`src/rtl/pipe_skid_reg_pkg.sv`:
```
// Shared definitions for the pipeline skid register: state encoding,
// default payload width and the bubble (NOP) payload constant.
package pipe_skid_reg_pkg;

  // Stage occupancy states; the encoding doubles as the entry count.
  typedef enum logic [1:0] {
    ST_EMPTY = 2'd0,
    ST_BUSY  = 2'd1,
    ST_FULL  = 2'd2
  } skid_state_e;

  localparam int unsigned DEF_DATA_W = 128;

  // Bubble payload: an all-zero bundle decodes as a NOP downstream.
  localparam logic [DEF_DATA_W-1:0] DEF_NOP_VAL = {DEF_DATA_W{1'b0}};

  // Number of entries held in a given state.
  function automatic logic [1:0] occ_of(input skid_state_e st);
    logic [1:0] occ;
    case (st)
      ST_EMPTY: occ = 2'd0;
      ST_BUSY:  occ = 2'd1;
      ST_FULL:  occ = 2'd2;
      default:  occ = 2'd0;
    endcase
    return occ;
  endfunction

endpackage

```
`src/rtl/pipe_sat_cnt.sv`:
```
// Saturating up-counter: counts qualified cycles, sticks at all-ones,
// cleared only by reset.
module pipe_sat_cnt #(
  parameter int unsigned CNT_W = 16
) (
  input  logic             clk,
  input  logic             rst,
  input  logic             inc,
  output logic [CNT_W-1:0] count
);

  localparam logic [CNT_W-1:0] CNT_MAX = {CNT_W{1'b1}};
  localparam logic [CNT_W-1:0] CNT_ONE = CNT_W'(1);

  logic [CNT_W-1:0] count_q;
  logic [CNT_W-1:0] count_d;

  // Next count: step by one unless already saturated.
  always_comb begin
    if (inc && (count_q != CNT_MAX)) begin
      count_d = count_q + CNT_ONE;
    end else begin
      count_d = count_q;
    end
  end

  // Counter register.
  always_ff @(posedge clk or posedge rst) begin
    if (rst) begin
      count_q <= {CNT_W{1'b0}};
    end else begin
      count_q <= count_d;
    end
  end

  assign count = count_q;

endmodule

```
`src/rtl/pipe_skid_reg.sv`:
```
// Two-entry pipeline skid register: an output register plus a skid
// register that catches the entry accepted in the cycle downstream stalls.
// in_ready, out_valid and occupancy all come straight from flops, so there
// is no combinational path from out_ready to in_ready.
module pipe_skid_reg
  import pipe_skid_reg_pkg::*;
#(
  parameter int unsigned       DATA_W          = DEF_DATA_W,
  parameter logic [DATA_W-1:0] NOP_VAL         = DATA_W'(DEF_NOP_VAL),
  parameter bit                CLEAR_ON_BUBBLE = 1'b1,
  parameter int unsigned       CNT_W           = 16
) (
  input  logic              clk,
  input  logic              rst,
  input  logic              flush,
  input  logic              in_valid,
  output logic              in_ready,
  input  logic [DATA_W-1:0] in_data,
  output logic              out_valid,
  input  logic              out_ready,
  output logic [DATA_W-1:0] out_data,
  output logic [1:0]        occupancy,
  output logic [CNT_W-1:0]  stall_cycles
);

  skid_state_e       state_q, state_d;
  logic [DATA_W-1:0] out_data_q, out_data_d;
  logic [DATA_W-1:0] skid_q, skid_d;
  logic              out_valid_q, out_valid_d;
  logic              in_ready_q, in_ready_d;
  logic [1:0]        occupancy_q, occupancy_d;
  logic              stall_inc;

  // Next-state and payload steering; flush overrides every transition.
  always_comb begin
    state_d    = state_q;
    out_data_d = out_data_q;
    skid_d     = skid_q;
    if (flush) begin
      state_d = ST_EMPTY;
      skid_d  = NOP_VAL;
      if (CLEAR_ON_BUBBLE) begin
        out_data_d = NOP_VAL;
      end else begin
        out_data_d = out_data_q;
      end
    end else begin
      case (state_q)
        ST_EMPTY: begin
          if (in_valid) begin
            out_data_d = in_data;
            state_d    = ST_BUSY;
          end else begin
            state_d = ST_EMPTY;
          end
        end
        ST_BUSY: begin
          if (in_valid && out_ready) begin
            out_data_d = in_data;
          end else if (!in_valid && out_ready) begin
            state_d = ST_EMPTY;
            if (CLEAR_ON_BUBBLE) begin
              out_data_d = NOP_VAL;
            end else begin
              out_data_d = out_data_q;
            end
          end else if (in_valid && !out_ready) begin
            skid_d  = in_data;
            state_d = ST_FULL;
          end else begin
            state_d = ST_BUSY;
          end
        end
        ST_FULL: begin
          // in_ready is low here, so in_valid is deliberately ignored.
          if (out_ready) begin
            out_data_d = skid_q;
            skid_d     = NOP_VAL;
            state_d    = ST_BUSY;
          end else begin
            state_d = ST_FULL;
          end
        end
        default: begin
          state_d    = ST_EMPTY;
          out_data_d = NOP_VAL;
          skid_d     = NOP_VAL;
        end
      endcase
    end
  end

  // Handshake outputs derived from the next state so they can be registered.
  always_comb begin
    out_valid_d = (state_d != ST_EMPTY);
    in_ready_d  = (state_d != ST_FULL);
    occupancy_d = occ_of(state_d);
  end

  // State, payload and registered handshake outputs.
  always_ff @(posedge clk or posedge rst) begin
    if (rst) begin
      state_q     <= ST_EMPTY;
      out_data_q  <= NOP_VAL;
      skid_q      <= NOP_VAL;
      out_valid_q <= 1'b0;
      in_ready_q  <= 1'b1;
      occupancy_q <= 2'd0;
    end else begin
      state_q     <= state_d;
      out_data_q  <= out_data_d;
      skid_q      <= skid_d;
      out_valid_q <= out_valid_d;
      in_ready_q  <= in_ready_d;
      occupancy_q <= occupancy_d;
    end
  end

  // A flushed cycle is not back-pressure, even if downstream was stalled.
  assign stall_inc = out_valid_q & ~out_ready & ~flush;

  pipe_sat_cnt #(
    .CNT_W (CNT_W)
  ) u_stall_cnt (
    .clk   (clk),
    .rst   (rst),
    .inc   (stall_inc),
    .count (stall_cycles)
  );

  assign out_valid = out_valid_q;
  assign in_ready  = in_ready_q;
  assign out_data  = out_data_q;
  assign occupancy = occupancy_q;

endmodule

```
`config.mk`:
```
export PLATFORM = sky130hd
export DESIGN_NAME = pipe_skid_reg
export DESIGN_NICKNAME = d
export VERILOG_FILES = /design/src/rtl/pipe_skid_reg_pkg.sv /design/src/rtl/pipe_sat_cnt.sv /design/src/rtl/pipe_skid_reg.sv
export SDC_FILE = /design/constraint.sdc
export NUM_CORES = 1
export LEC_CHECK = 0
export CORE_MARGIN = 8
export CORE_UTILIZATION = 50
export CTS_CLUSTER_SIZE = 12
export DETAILED_ROUTE_END_ITERATION = 12
export HOLD_SLACK_MARGIN = 0.03
export PLACE_DENSITY = 0.77
export SLEW_MARGIN = 25
export SYNTH_ARGS = -nofsm -noshare
export SYNTH_HDL_FRONTEND = slang
export SYNTH_HIERARCHICAL = 1
export SYNTH_SLANG_ARGS = --single-unit
```
`constraint.sdc`:
```
create_clock -name clk -period 11.43 [get_ports clk]
set_clock_uncertainty 0.15 [all_clocks]
set_input_delay 2.286 -clock clk [delete_from_list [all_inputs] [get_ports clk]]
set_output_delay 2.286 -clock clk [all_outputs]
set_load 0.01 [all_outputs]
```
# After elaboration in Yosys (flattened, before gate mapping)
# Cells that the tools add are included.
# word_totals
register_bits	278
input_bits	133
output_inout_bits	148
wordCells	55
# op_classes
add_sub_neg	1
eq_ne	13
n_mux	20
bitwise_logic	4
reduce_logical	10
# ops
operator	n
2-to-1 mux 128 bit	10
case mux 128 bit (3 select lines)	2
adder 16 x 1 -> 16 bit (second input constant)	1
inequality test 16 bit (second input constant)	1
inequality test 3 bit (second input constant)	5
2-to-1 mux 2 bit	5
case mux 2 bit (3 select lines)	1
AND reduction 5 bit	1
equality test 2 x 1 -> 1 bit (second input constant)	2
equality test 2 bit (second input constant)	2
logical AND 1 bit	4
inequality test 2 bit (second input constant)	2
inequality test 4 bit (second input constant)	1
case mux 2 bit (2 select lines)	1
AND reduction 3 bit	1
bitwise AND 1 bit	2
logical NOT 1 bit	2
logical NOT 2 bit	1
NOT 1 bit	2
nonzero test 2 bit	1
2-to-1 mux 1 bit	1

# Longest topological paths before layout
# depth
depth_word	9
ltp_mapped	8
ltp_nobuf	5

# Cells and area by module
# The synthesis kept the hierarchy.
# by_module_without_submodules
mod	instances	cells_each	area_each_um2	seq_area_each_um2
pipe_skid_reg	1	1287	14512.7	6557.5
pipe_sat_cnt	1	71	805.8	400.4

# Least setup slack after synthesis
# OpenSTA, ideal clock, no wires.
# synth_path
path_type	input to register
from	input flush
to	register u_stall_cnt.count_q[14], in the netlist u_stall_cnt/count[14]
setup_ns	0.125
arrival_time_ns	4.062
required_time_ns	11.155
path_slack_ns	7.094
stages	8
path_buffers	3
path_cell_list	buf_2 > clkbuf_1 > buf_2 > nor3b_1 > and4_1 > nand3_1 > nor2_1 > mux2_2
# synth_between
elab_chain_len	3
# synth_rtl
item	line_no	source
start, declared	pipe_skid_reg.sv:15	input logic flush,
NOT 1 bit	pipe_skid_reg.sv:120	assign stall_inc = out_valid_q & ~out_ready & ~flush;
bitwise AND 1 bit	pipe_skid_reg.sv:120	
via stall_inc	pipe_skid_reg.sv:32	logic stall_inc;
logical AND 1 bit	pipe_sat_cnt.sv:20	if (inc && (count_q != CNT_MAX)) begin
end signal, assigned	pipe_sat_cnt.sv:30	count_q <= {CNT_W{1'b0}};
end signal, assigned	pipe_sat_cnt.sv:32	count_q <= count_d;
end, declared	pipe_sat_cnt.sv:15	logic [CNT_W-1:0] count_q;
# The timed path passes the listed nets, and every way through them passes these cells.
# A chain may end at the register's enable or synchronous reset.

# Final worst setup path
# layout_path
from	input in_valid
to	register skid_q[27]
# layout_between
elab_chain_len	4
elab_cells_between_ends	8
classes_between	eq/ne: 3; reduce/logical: 5
# layout_rtl
item	line_no	source
start, declared	pipe_skid_reg.sv:16	input logic in_valid,
logical NOT 1 bit	pipe_skid_reg.sv:60	end else if (!in_valid && out_ready) begin
logical AND 1 bit	pipe_skid_reg.sv:60	
inequality test 3 bit (no line)	--	
AND reduction 5 bit (no line) *	--	
end signal, assigned	pipe_skid_reg.sv:112	skid_q <= skid_d;
end, declared	pipe_skid_reg.sv:28	logic [DATA_W-1:0] skid_q, skid_d;
# Mark *: on every way between the ends. The rest lies on a longest branch, timed or not.

==> results by group <==
Logic synthesis
  – Yosys synthesis warning count: 6
  – Post-synthesis sequential area ratio: 45.42%
  – Synth Area in Compound Gates: 7.653%
  – Largest family of logic cells by synthesized area: multiplexers
  – Yosys cell types: 41
  – Mapped cell area: 0.01532 mm2
  – Synth Area in XOR/XNOR: 0.6289%
  – Synthesized net count: 1496
  – Post-synthesis cell count: 1358
  – Share of the synthesized area in the top cell type: 45.25%
  – Multiplexer area fraction after synthesis: 29.33%
  – Mean area per synthesized cell: 11.28 um2
  – Synth Area in Adders: 0.4084%
  – Yosys reg bits: 278
  – Synth area leader: dfrtp_1
  – Top post-synthesis cells by area: dfrtp_1, mux2i_1, mux2_4
  – Simple-gate share of the synthesized area: 5.415%

Floorplanning
  – DIE AREA: 0.03649 mm2
  – Die height: 191.0 um
  – Starting Density: 50.47%
  – Ports: 281
  – Die width: 191.0 um
  – Core Box Area: 0.03035 mm2
  – Row count: 64

Worst setup path
  – CP max-delay cell: buf_4
  – Critical Path Most Common Cell: buf_4
  – Crit start category: input pin
  – Family with the most delay on the worst path: buffers and inverters
  – Crit-path max FO: 43
  – Critical path buffer and inverter count: 4
  – CP Cell Sequence: clkdlybuf4s50_1 > inv_1 > ha_1 > or3b_1 > a22oi_2 > buf_4 > buf_4 > mux2i_1
  – Crit path kind: input pin to register
  – Arr. time, crit path: 5560 ps
  – Critical path capture point type: register
  – Largest stage delay, worst path: 710 ps
  – Critical Path RT: 11680 ps

Outcome
  – Status: finished clean

Global route
  – Initial antenna violation count: 2
  – Gr ovfl total: 0
  – Met1 track demand over resource: 27.37%
  – M2 GR Usage: 35.77%
  – Vias in the first global route: 12220
  – First-pass GRT wire length: 64740 um
  – GRT Max-Usage Layer: met2
  – Global routing usage on met3: 4.779%
  – Total global-route track usage: 21.72%
  – Largest net degree at the start of global routing: 126

Routing
  – DR vias: 11130
  – Drt total wl: 40020 um
  – WL/cell: 19.94 um
  – Post-route ant nets: 0
  – Remaining DRCs: 0
  – 1st-pass router iterations: 5
  – 1st-iter DRT viols: 753
  – DR vias/cell: 5.546

Finish
  – Fill cell count: 2393
  – Number of diodes: 0
  – Layout net count: 1729
  – Share of cells above drive strength 1: 13.16%
  – Layout area overhead: 24.62%
  – Final Non-Filler Cells: 2007

Clock network
  – Post-CTS Hold Fix Bufs: 0
  – Num CTS Buffers: 34
  – Post-cts resize count: 0
  – Root Buffer: clkbuf_16
  – Post-CTS Setup Inserts: 0
  – CTS tree: done
  – Max clock buf depth: 3
  – Clock transition at path regs: 60 ps
  – H-Tree Depth: 2
  – Clk sinks: 278
  – Clk_lat worst skew: 500 ps

Placed design
  – I/O Buffers: 280
  – Post-DP HPWL: 25330 um
  – Cells after DPL: 1950
  – GPL Wtd Cong: 0.7654
  – Pre-CTS setup slack: 5616 ps

Timing
  – Peak Freq: 0.1881 GHz
  – Worst setup margin: 6115 ps
  – Setup total negative slack: 0 ps
  – Tcrit/Tclk final: 46.50%
  – Fin crit period: 5315 ps
  – Worst-Margin Slew: 1054 ps
  – Final Hold Viols: 0
  – Final Setup Violations: 0
  – Fin. max-slew vios: 0
  – RSZ-0062 raised after global routing: false
  – Worst hold slack: 360.5 ps
  – Slew HR: 29.73%

Power
  – Pleak: 8.830 nW
  – Logic pwr share: 22.6%
  – Flop pwr share: 41.8%
  – Power Internal: 0.002009 W
  – Net Sw Frac: 27.58%
  – Total chip power: 0.002774 W
  – Switch Pwr: 0.0007652 W
  – Peak supply drop: 0.00009069 V
  – Pwr Density: 145.3 mW/mm2
  – Clock power frac: 35.7%

Hold path
  – Worst Hold Class: register to register

Run
  – Max-cap violations: 0
power by group through the flow:
stage	sequential (W)	combinational, W	clock [W]
4_1_cts	0.00116	0.000632	0.00101
3_5_place_dp	0.00117	0.000630	0
6_report	0.00116	0.000626	0.000990
5_1_grt	0.00117	0.000671	0.00106
3_3_place_gp	0.00117	0.000616	0
2_1_floorplan	0.00118	0.000350	0
path summary, 6_finish.rpt:
| kind | startpoint | endpoint | slack [ps] | cells past startpoint |
|---|---|---|---|---|
| max reg2reg | state_q[1]$_DFF_PP0_ | skid_q[27]$_DFFE_PP0P_ | 7230 | 6 |
| max in group asynchronous | rst | skid_q[5]$_DFFE_PP0P_ | 7490 | 3 |
| min in group asynchronous | rst | u_stall_cnt/count[7]$_DFFE_PP0P_ | 2180 | 2 |
| min reg2reg | out_data[10]$_DFFE_PP0P_ | out_data[10]$_DFFE_PP0P_ | 360 | 1 |
| max | in_valid | skid_q[27]$_DFFE_PP0P_ | 6110 | 8 |
| min | out_data[10]$_DFFE_PP0P_ | out_data[10]$_DFFE_PP0P_ | 360 | 1 |
area by class of cell:
type	count	area, um2	area share [%]
sequential	278	6962	36.47
clock buffer	46	957.2	5.014
inverter	261	987.2	5.171
tap	396	495.5	2.596
multi-input combinational	719	6675	34.97
timing repair buffer	297	2955	15.48
clock inverter	10	57.56	0.3015
through the flow:
stage                     instance area [um2]  utilization, %
after floorplan                         15320               -
after global placement                  18030           59.42
after detailed placement                18040           59.45
after CTS                               19060           62.80
after global routing                    19090           62.90
final                                   19090           62.90
cells in the mapped netlist:
master	n
dfrtp_1	277
inv_1	261
mux2i_1	258
nand2_1	136
o32ai_1	128
mux2_4	119
buf_2	43
clkbuf_1	26
buf_6	16
xnor2_1	11
buf_12	10
mux2_2	10
nand3_1	7
nor2_1	6
ha_1	5
nand4_1	5
and3_1	4
buf_4	4
a21oi_1	3
and4_1	3
nand2b_1	3
and2_1	2
nor3b_1	2
or2_2	2
a22oi_1	1
a22oi_2	1
a2bb2oi_1	1
and3_2	1
and4_2	1
buf_1	1
dfstp_2	1
mux2_1	1
nand2_2	1
nand4_2	1
nand4_4	1
nand4bb_1	1
nor3b_2	1
nor4_4	1
o21a_1	1
or3b_1	1
or3b_2	1
kinds of logic after synthesis:
group	Yosys count
fa+ha+maj	5
buf+inv	361
simple gates	180
flops	278
xor+xnor	11
compound gates	135
mux	388
cell usage in the layout, fill, tap and decap left out, types with 10 or more instances in the layout:
cell type / n
clkbuf_16: 35
mux2i_1: 258
nand2_1: 136
buf_4: 15
o32ai_1: 128
clkdlybuf4s50_1: 279
dfrtp_1: 276
inv_1: 260
mux2_4: 119
mux2_2: 10
xnor2_1: 11
sequential cells by signal (all words and copies together), names as in the netlist:
signal and flops:
out_data 128, skid_q 128, out_valid 1, occupancy 2, in_ready 1, u_stall_cnt/count 16
state_q 2
layer usage:
metal | wire length [um] | up-vias
li1 | - | 5075
met5 | 24 | -
met4 | 1352 | 4
met3 | 2599 | 84
met2 | 19010 | 362
met1 | 17030 | 5605
worst reg2reg max path, delay by kind of cell, from the launching register on:
family,cells,cell delay (ps)
compound gates,1,380
buf+inv,3,2180
simple gates,1,110
mux,1,340
flops,1,940
Power figures use the tool's default switching activity.
